[config.mk]
export PLATFORM = sky130hd
export DESIGN_NAME = sram_line_ctrl_flat
export DESIGN_NICKNAME = d
export VERILOG_FILES = /design/src/rtl/sram_line_ctrl_if.sv /design/src/rtl/sram_line_ctrl.sv /design/src/flat_wrapper.sv
export SDC_FILE = /design/constraint.sdc
export NUM_CORES = 1
export LEC_CHECK = 0
export ABC_AREA = 1
export CORE_UTILIZATION = 30
export DETAILED_ROUTE_END_ITERATION = 8
export PLACE_DENSITY = 0.52
export SETUP_SLACK_MARGIN = 0.05
export SLEW_MARGIN = 40
export SYNTH_ARGS = -nofsm -noshare
export SYNTH_HDL_FRONTEND = slang
export SYNTH_SLANG_ARGS = --single-unit
[constraint.sdc]
create_clock -name clk -period 2.5 [get_ports clk]
set_clock_uncertainty 0.2 [all_clocks]
set_input_delay 0.25 -clock clk [delete_from_list [all_inputs] [get_ports clk]]
set_output_delay 0.25 -clock clk [all_outputs]
set_load 0.01 [all_outputs]
[src/rtl/sram_line_ctrl_if.sv]
`default_nettype none
// ============================================================================
//  Module      : sram_line_ctrl_if
//  Description : Cache-side bus of the SRAM line controller. Carries the
//                ICache line-fill handshake and the DCache read/write
//                handshake.
//                master : cache side (drives requests, receives ready/line)
//                slave  : controller side
//  Signals     : i_req/i_addr/i_flush -> i_ready/i_line   (ICache fill)
//                d_req/d_we/d_line_wr/d_addr/d_be/d_wdata
//                                      -> d_ready/d_line  (DCache access)
//  Revision    : 1.0  initial release
// ============================================================================
interface sram_line_ctrl_if #(
    parameter int LINE_WORDS = 4
);
    // ICache line fill
    logic                       i_req;
    logic [31:0]                i_addr;
    logic                       i_flush;
    logic                       i_ready;
    logic [32*LINE_WORDS-1:0]   i_line;
    // DCache access
    logic                       d_req;
    logic                       d_we;
    logic                       d_line_wr;
    logic [31:0]                d_addr;
    logic [3:0]                 d_be;
    logic [32*LINE_WORDS-1:0]   d_wdata;
    logic                       d_ready;
    logic [32*LINE_WORDS-1:0]   d_line;

    modport master (
        output i_req, i_addr, i_flush,
        input  i_ready, i_line,
        output d_req, d_we, d_line_wr, d_addr, d_be, d_wdata,
        input  d_ready, d_line
    );

    modport slave (
        input  i_req, i_addr, i_flush,
        output i_ready, i_line,
        input  d_req, d_we, d_line_wr, d_addr, d_be, d_wdata,
        output d_ready, d_line
    );
endinterface
`default_nettype wire

[src/rtl/sram_line_ctrl.sv]
`default_nettype none
// ============================================================================
//  Module      : sram_line_ctrl
//  Description : Arbitrates ICache line fills and DCache accesses onto two
//                asynchronous SRAM banks (base / ext). Each 32-bit word is
//                one slot of WAIT_CYCLES cycles; line operations move
//                LINE_WORDS words, single-word writes move one.
//  Ports       : clk            rising-edge clock
//                rst            asynchronous active-low reset
//                bus            cache-side interface (slave modport)
//                base_* / ext_* SRAM strobes (active low), byte enables,
//                               word address, write data + driver enable,
//                               read data
//  Revision    : 1.0  initial release
// ============================================================================
module sram_line_ctrl #(
    parameter int          LINE_WORDS  = 4,
    parameter int          WAIT_CYCLES = 2,
    parameter logic [31:0] BASE_TOP    = 32'h8040_0000
) (
    input  logic                clk,
    input  logic                rst,
    sram_line_ctrl_if.slave     bus,
    // base SRAM
    output logic                base_ce_n,
    output logic                base_oe_n,
    output logic                base_we_n,
    output logic [3:0]          base_be_n,
    output logic [19:0]         base_addr,
    output logic [31:0]         base_dq_o,
    output logic                base_dq_oe,
    input  logic [31:0]         base_dq_i,
    // ext SRAM
    output logic                ext_ce_n,
    output logic                ext_oe_n,
    output logic                ext_we_n,
    output logic [3:0]          ext_be_n,
    output logic [19:0]         ext_addr,
    output logic [31:0]         ext_dq_o,
    output logic                ext_dq_oe,
    input  logic [31:0]         ext_dq_i
);

    localparam int          c_IDX_W     = (LINE_WORDS > 1) ? $clog2(LINE_WORDS) : 1;
    localparam int          c_CNT_W     = $clog2(WAIT_CYCLES);
    localparam logic [c_IDX_W-1:0] c_LAST_WORD = c_IDX_W'(LINE_WORDS - 1);
    localparam logic [c_CNT_W-1:0] c_LAST_CNT  = c_CNT_W'(WAIT_CYCLES - 1);
    // Low word-address bits owned by the word index inside a line
    localparam logic [19:0] c_WMASK     = 20'(LINE_WORDS - 1);

    localparam logic [1:0]  c_ST_IDLE   = 2'd0;
    localparam logic [1:0]  c_ST_ACCESS = 2'd1;
    localparam logic [1:0]  c_ST_RET    = 2'd2;

    logic [1:0]                     r_state;
    logic                           r_block;    // IDLE cycle right after RET
    logic                           r_is_d;     // transaction owner: 1 = DCache
    logic                           r_we;
    logic                           r_single;   // single-word write
    logic                           r_ext;      // ext bank selected
    logic [19:0]                    r_waddr;
    logic [3:0]                     r_be;
    logic [LINE_WORDS-1:0][31:0]    r_wdata;
    logic [LINE_WORDS-1:0][31:0]    r_buf;      // read capture, kept off the port lines
    logic [LINE_WORDS-1:0][31:0]    r_i_line;
    logic [LINE_WORDS-1:0][31:0]    r_d_line;
    logic [c_IDX_W-1:0]             r_word;
    logic [c_CNT_W-1:0]             r_cnt;

    logic                           w_d_ext;
    logic                           w_accept_d;
    logic                           w_accept_i;
    logic                           w_flush;
    logic                           w_slot_end;
    logic                           w_last;
    logic                           w_act;
    logic [31:0]                    w_dq_i;
    logic [LINE_WORDS-1:0][31:0]    w_buf_next;
    logic [19:0]                    w_sram_addr;
    logic [31:0]                    w_dq_o;
    logic [3:0]                     w_be_n;
    logic                           w_unused;

    assign w_unused = &{1'b0, bus.i_addr[31:22], bus.i_addr[1:0], bus.d_addr[1:0]};

    // Base SRAM owns [0x8000_0000, BASE_TOP); everything else is ext
    assign w_d_ext    = !((bus.d_addr >= 32'h8000_0000) && (bus.d_addr < BASE_TOP));

    // DCache wins any tie; nothing is accepted in the IDLE cycle after RET
    assign w_accept_d = (r_state == c_ST_IDLE) && !r_block && bus.d_req;
    assign w_accept_i = (r_state == c_ST_IDLE) && !r_block && !bus.d_req && bus.i_req;
    assign w_flush    = (r_state == c_ST_ACCESS) && !r_is_d && bus.i_flush;

    assign w_act      = (r_state == c_ST_ACCESS);
    assign w_slot_end = (r_cnt == c_LAST_CNT);
    assign w_last     = w_slot_end && (r_single || (r_word == c_LAST_WORD));

    assign w_dq_i     = r_ext ? ext_dq_i : base_dq_i;

    // Capture buffer with the current word merged in, so the final word can
    // land in the port line register on the same edge that enters RET
    always_comb begin
        w_buf_next         = r_buf;
        w_buf_next[r_word] = w_dq_i;
    end

    // Line accesses are forced line-aligned; a single-word write keeps its address
    assign w_sram_addr = r_single ? r_waddr : ((r_waddr & ~c_WMASK) | 20'(r_word));
    assign w_dq_o      = r_single ? r_wdata[0] : r_wdata[r_word];
    assign w_be_n      = (r_we && r_single) ? ~r_be : 4'h0;

    always_ff @(posedge clk or negedge rst) begin
        if (!rst) begin
            r_state  <= c_ST_IDLE;
            r_block  <= 1'b0;
            r_is_d   <= 1'b0;
            r_we     <= 1'b0;
            r_single <= 1'b0;
            r_ext    <= 1'b0;
            r_waddr  <= '0;
            r_be     <= '0;
            r_wdata  <= '0;
            r_buf    <= '0;
            r_i_line <= '0;
            r_d_line <= '0;
            r_word   <= '0;
            r_cnt    <= '0;
        end else begin
            case (r_state)
                c_ST_IDLE: begin
                    r_block <= 1'b0;
                    r_word  <= '0;
                    r_cnt   <= '0;
                    if (w_accept_d) begin
                        r_state  <= c_ST_ACCESS;
                        r_is_d   <= 1'b1;
                        r_we     <= bus.d_we;
                        r_single <= bus.d_we & ~bus.d_line_wr;
                        r_ext    <= w_d_ext;
                        r_waddr  <= bus.d_addr[21:2];
                        r_be     <= bus.d_be;
                        r_wdata  <= bus.d_wdata;
                    end else if (w_accept_i) begin
                        r_state  <= c_ST_ACCESS;
                        r_is_d   <= 1'b0;
                        r_we     <= 1'b0;
                        r_single <= 1'b0;
                        r_ext    <= 1'b0;
                        r_waddr  <= bus.i_addr[21:2];
                    end
                end
                c_ST_ACCESS: begin
                    if (w_flush) begin
                        // Abandon the fill; i_line keeps its previous contents
                        r_state <= c_ST_IDLE;
                    end else if (w_slot_end) begin
                        r_cnt <= '0;
                        if (!r_we) begin
                            r_buf <= w_buf_next;
                        end
                        if (w_last) begin
                            r_state <= c_ST_RET;
                            if (!r_we) begin
                                if (r_is_d) begin
                                    r_d_line <= w_buf_next;
                                end else begin
                                    r_i_line <= w_buf_next;
                                end
                            end
                        end else begin
                            r_word <= r_word + 1'b1;
                        end
                    end else begin
                        r_cnt <= r_cnt + 1'b1;
                    end
                end
                c_ST_RET: begin
                    r_state <= c_ST_IDLE;
                    r_block <= 1'b1;
                end
                default: begin
                    r_state <= c_ST_IDLE;
                end
            endcase
        end
    end

    // Strobes decode straight from state registers, so the asynchronous
    // reset releases every SRAM pin without waiting for a clock edge
    always_comb begin
        base_ce_n  = 1'b1;
        base_oe_n  = 1'b1;
        base_we_n  = 1'b1;
        base_be_n  = 4'hF;
        base_addr  = '0;
        base_dq_o  = '0;
        base_dq_oe = 1'b0;
        ext_ce_n   = 1'b1;
        ext_oe_n   = 1'b1;
        ext_we_n   = 1'b1;
        ext_be_n   = 4'hF;
        ext_addr   = '0;
        ext_dq_o   = '0;
        ext_dq_oe  = 1'b0;
        if (w_act) begin
            if (r_ext) begin
                ext_ce_n   = 1'b0;
                ext_oe_n   = r_we;
                // Last cycle of a write slot is write recovery
                ext_we_n   = !(r_we && !w_slot_end);
                ext_be_n   = w_be_n;
                ext_addr   = w_sram_addr;
                ext_dq_o   = r_we ? w_dq_o : 32'h0;
                ext_dq_oe  = r_we;
            end else begin
                base_ce_n  = 1'b0;
                base_oe_n  = r_we;
                base_we_n  = !(r_we && !w_slot_end);
                base_be_n  = w_be_n;
                base_addr  = w_sram_addr;
                base_dq_o  = r_we ? w_dq_o : 32'h0;
                base_dq_oe = r_we;
            end
        end
    end

    assign bus.i_ready = (r_state == c_ST_RET) && !r_is_d;
    assign bus.d_ready = (r_state == c_ST_RET) && r_is_d;
    assign bus.i_line  = r_i_line;
    assign bus.d_line  = r_d_line;

endmodule
`default_nettype wire

[src/flat_wrapper.sv]
// flat-port wrapper written by rule: the top's interface ports become plain ports
module sram_line_ctrl_flat 
#(
    parameter int          LINE_WORDS  = 4,
    parameter int          WAIT_CYCLES = 2,
    parameter logic [31:0] BASE_TOP    = 32'h8040_0000
)
  (clk, rst, base_ce_n, base_oe_n, base_we_n, base_be_n, base_addr, base_dq_o, base_dq_oe, base_dq_i, ext_ce_n, ext_oe_n, ext_we_n, ext_be_n, ext_addr, ext_dq_o, ext_dq_oe, ext_dq_i, bus_i_req, bus_i_addr, bus_i_flush, bus_i_ready, bus_i_line, bus_d_req, bus_d_we, bus_d_line_wr, bus_d_addr, bus_d_be, bus_d_wdata, bus_d_ready, bus_d_line);
  sram_line_ctrl_if #(.LINE_WORDS(LINE_WORDS)) bus_i ();
  input  logic clk;
  input  logic rst;
  output logic base_ce_n;
  output logic base_oe_n;
  output logic base_we_n;
  output logic [3:0] base_be_n;
  output logic [19:0] base_addr;
  output logic [31:0] base_dq_o;
  output logic base_dq_oe;
  input  logic [31:0] base_dq_i;
  output logic ext_ce_n;
  output logic ext_oe_n;
  output logic ext_we_n;
  output logic [3:0] ext_be_n;
  output logic [19:0] ext_addr;
  output logic [31:0] ext_dq_o;
  output logic ext_dq_oe;
  input  logic [31:0] ext_dq_i;
  input wire logic [$bits(bus_i.i_req)-1:0] bus_i_req;
  input wire logic [$bits(bus_i.i_addr)-1:0] bus_i_addr;
  input wire logic [$bits(bus_i.i_flush)-1:0] bus_i_flush;
  output wire logic [$bits(bus_i.i_ready)-1:0] bus_i_ready;
  output wire logic [$bits(bus_i.i_line)-1:0] bus_i_line;
  input wire logic [$bits(bus_i.d_req)-1:0] bus_d_req;
  input wire logic [$bits(bus_i.d_we)-1:0] bus_d_we;
  input wire logic [$bits(bus_i.d_line_wr)-1:0] bus_d_line_wr;
  input wire logic [$bits(bus_i.d_addr)-1:0] bus_d_addr;
  input wire logic [$bits(bus_i.d_be)-1:0] bus_d_be;
  input wire logic [$bits(bus_i.d_wdata)-1:0] bus_d_wdata;
  output wire logic [$bits(bus_i.d_ready)-1:0] bus_d_ready;
  output wire logic [$bits(bus_i.d_line)-1:0] bus_d_line;
  assign bus_i.i_req = bus_i_req;
  assign bus_i.i_addr = bus_i_addr;
  assign bus_i.i_flush = bus_i_flush;
  assign bus_i_ready = bus_i.i_ready;
  assign bus_i_line = bus_i.i_line;
  assign bus_i.d_req = bus_d_req;
  assign bus_i.d_we = bus_d_we;
  assign bus_i.d_line_wr = bus_d_line_wr;
  assign bus_i.d_addr = bus_d_addr;
  assign bus_i.d_be = bus_d_be;
  assign bus_i.d_wdata = bus_d_wdata;
  assign bus_d_ready = bus_i.d_ready;
  assign bus_d_line = bus_i.d_line;
  sram_line_ctrl #(.LINE_WORDS(LINE_WORDS), .WAIT_CYCLES(WAIT_CYCLES), .BASE_TOP(BASE_TOP)) u_core (.clk(clk), .rst(rst), .bus(bus_i), .base_ce_n(base_ce_n), .base_oe_n(base_oe_n), .base_we_n(base_we_n), .base_be_n(base_be_n), .base_addr(base_addr), .base_dq_o(base_dq_o), .base_dq_oe(base_dq_oe), .base_dq_i(base_dq_i), .ext_ce_n(ext_ce_n), .ext_oe_n(ext_oe_n), .ext_we_n(ext_we_n), .ext_be_n(ext_be_n), .ext_addr(ext_addr), .ext_dq_o(ext_dq_o), .ext_dq_oe(ext_dq_oe), .ext_dq_i(ext_dq_i));
endmodule
==> results.cfg <==
[cells_and_area]
layout.nets = 4425
syn_to_final_growth_pct = 49.4
final_cell_mix = nand2_1, dfrtp_1, clkdlybuf4s50_1, inv_1, o21ai_0
final_common_cell = nand2_1
drive_above_1_share_pct = 13.3
design_area_mm2 = 0.0381
fin_cells = 5340

[cts]
cts_tree = yes
clk_path_buf_depth = 3
path_clk_slew_ns = 0.05
htreeDepth = 3
cts_root_buf = clkbuf_16
cts_buffers = 67
insertion_delay_ns = 0.60
cts.sinks = 546

[timing]
setup-violations-final = 23
worstMarginPinSlew_ns = 0.537
hold_slack_ns = 0.0304
slew_headroom_pct = 63.8
drv_slew = 0
worst_slack_ns = -0.0429
min_period_ns = 2.54
tns_ns = -0.435
rsz0062_at_grt = true
hold_viol = 0
fin_crit_sh_pct = 102
timing.fmax_mhz = 393

[global_route]
grt_usage_pct = 23.7
grt_overflow = 0
grt_pass1_wl_um = 153000
antenna_found_initial = 11
grt_pass1_vias = 23900
grt_start_max_net_pins = 95

[critical_path]
cp_max_fo = 6
criticalPathCategory = flop to primary output
start_kind = flop
crit_path_top_delay_cell = dfrtp_4
cp-end-kind = primary output
crit_chain = buf_12 > buf_16 > nor2_4 > nor2_1 > nand2_1 > nand3_1 > nand2_2 > buf_6 > nor2_4 > buf_6
worstPathArrival_ns = 2.09
worst_ep_required_time_ns = 2.05
cpPeakStageDelay_ns = 0.56

[run]
maxCapViolCount = 0

[placement]
placed_area_mm2 = 0.0340
dp_cells = 5082
place.gp.congestion = 0.845
portBuffers = 630
hpwl_um = 72200

[route]
vias = 24600
totalWireLength_um = 105000
detail_route.iter0.violations = 1596
drtAntennaViolNets = 0
vias_per_cell = 4.60
firstDrtPassIters = 5
wl_per_cell_um = 19.7
drc = 0

[synthesis]
synth_area_mm2 = 0.0255
synth.net_count = 3672
ys_seq_elements = 546
synth.yosys.seq_area_share_pct = 53.5
ys_types = 26
synth_area_per_cell_um2 = 7.51
yosysWarnings = 0
synth_cells = 3401

[outcome]
outcome = finished with violations
failed_checks = setup timing

[floorplanning]
die_w_um = 294
io_pins = 645
rows = 106
core-area_mm2 = 0.0840
dieArea_mm2 = 0.0863
die_h_um = 294
start_util_pct = 30.4

[pwr]
power_density_mw_per_mm2 = 1210
irDropWorstVdd_v = 0.000541
finalPower_w = 0.0463
leakage_nw = 18.9

[worst_hold_path]
hp-class = input pin to flop
layout make-up:
| type | instances | area, µm² |
|---|---|---|
| multi-input combinational | 2291 | 10200 |
| tap | 1134 | 1420 |
| timing repair buffer | 899 | 9400 |
| inverter | 349 | 1330 |
| fill | 8490 | 45800 |
| sequential | 546 | 13700 |
| antenna | 6 | 15.0 |
| clock inverter | 16 | 173 |
| clock buffer | 99 | 1980 |
cell usage after synthesis:
cell | n | area share [%]
nand2_1 | 1417 | 21
dfrtp_1 | 546 | 54
inv_1 | 343 | 5.0
o21ai_0 | 329 | 6.4
nand3_1 | 239 | 4.7
nor2_1 | 201 | 3.0
clkbuf_1 | 112 | 1.6
buf_2 | 70 | 1.4
o21ai_1 | 64 | 1.3
o22ai_1 | 19 | 0.47
buf_1 | 17 | 0.25
buf_6 | 14 | 0.62
inv_2 | 5 | 0.074
nand3b_1 | 5 | 0.15
ha_1 | 4 | 0.20
buf_4 | 2 | 0.059
nand2_2 | 2 | 0.049
nor2_2 | 2 | 0.049
nor2_4 | 2 | 0.088
o211ai_1 | 2 | 0.059
a21oi_1 | 1 | 0.020
clkinv_1 | 1 | 0.015
nand3_2 | 1 | 0.039
nand3b_4 | 1 | 0.078
nand4_1 | 1 | 0.025
o31ai_1 | 1 | 0.029
final timing paths:
| kind | from | to | slack, ns | depth (start not counted) |
|---|---|---|---|---|
| max | u_core.r_word[0]$_DFFE_PN0P_ | base_dq_o[13] | -0.04 | 10 |
| min | bus_d_wdata[45] | u_core.r_wdata[45]$_DFFE_PN0P_ | 0.03 | 3 |
| max reg2reg | u_core.r_ext$_DFFE_PN0P_ | u_core.bus.i_line[10]$_DFFE_PN0P_ | 0.10 | 8 |
| min reg2reg | u_core.bus.d_line[19]$_DFFE_PN0P_ | u_core.bus.d_line[19]$_DFFE_PN0P_ | 0.27 | 2 |
| max in group asynchronous | rst | u_core.r_wdata[42]$_DFFE_PN0P_ | 1.40 | 3 |
| min in group asynchronous | rst | u_core.bus.d_line[14]$_DFFE_PN0P_ | 0.14 | 3 |
stage by stage:
| stage | utilization [%] | setup slack, ns |
|---|---|---|
| 3_5_place_dp | 40.5 | 0.0405 |
| 5_1_grt | 45.4 | -0.126 |
| 3_3_place_gp | 40.5 | 0.0323 |
| 6_report | 45.4 | -0.0429 |
| 2_1_floorplan | - | 0.208 |
| 4_1_cts | 44.6 | -0.171 |
metal layers:
metal,vias to the layer above,global-route usage [%],wire (µm)
met4,8,9.95,4370
met2,786,38.9,49500
met5,-,0,48
met3,183,5.45,7040
li1,12000,-,-
met1,11600,29.8,44100
kinds of logic after synthesis:
| group | synth area share (%) |
|---|---|
| buffers and inverters | 9.07 |
| AND/OR/NAND/NOR | 28.9 |
| flip-flops | 53.5 |
| adder cells (fa/ha/maj) | 0.196 |
| AO/OA/AOI/OAI | 8.28 |
flip-flops by register name (all words and copies together) (netlist names), 2 cells and up:
signal and count:
u_core.bus.d_line 128, u_core.bus.i_line 128, u_core.r_be 4, u_core.r_buf 128
u_core.r_state 2, u_core.r_waddr 20, u_core.r_wdata 128, u_core.r_word 2
where the power goes:
part	internal (W)	leakage, nW	switching [W]
clock network	0.00571	1.06	0.00402
logic	0.00929	10.6	0.0131
registers	0.0122	7.22	0.00193
critical path: cells and delay by family (launching register included):
kind	cells	cell delay (ns)
buf+inv	4	0.54
simple gates	6	0.39
flops	1	0.56
what timing repair did:
item                       4_1_cts  5_1_grt
setup buffers                   28       14
pin swaps                       34       89
setup endpoints to repair      122      432
hold endpoints to repair       619        0
hold buffers                    75        0
resized for setup              441      225
cloned                          10       11
No activity file was read; power rests on OpenSTA's default activity.
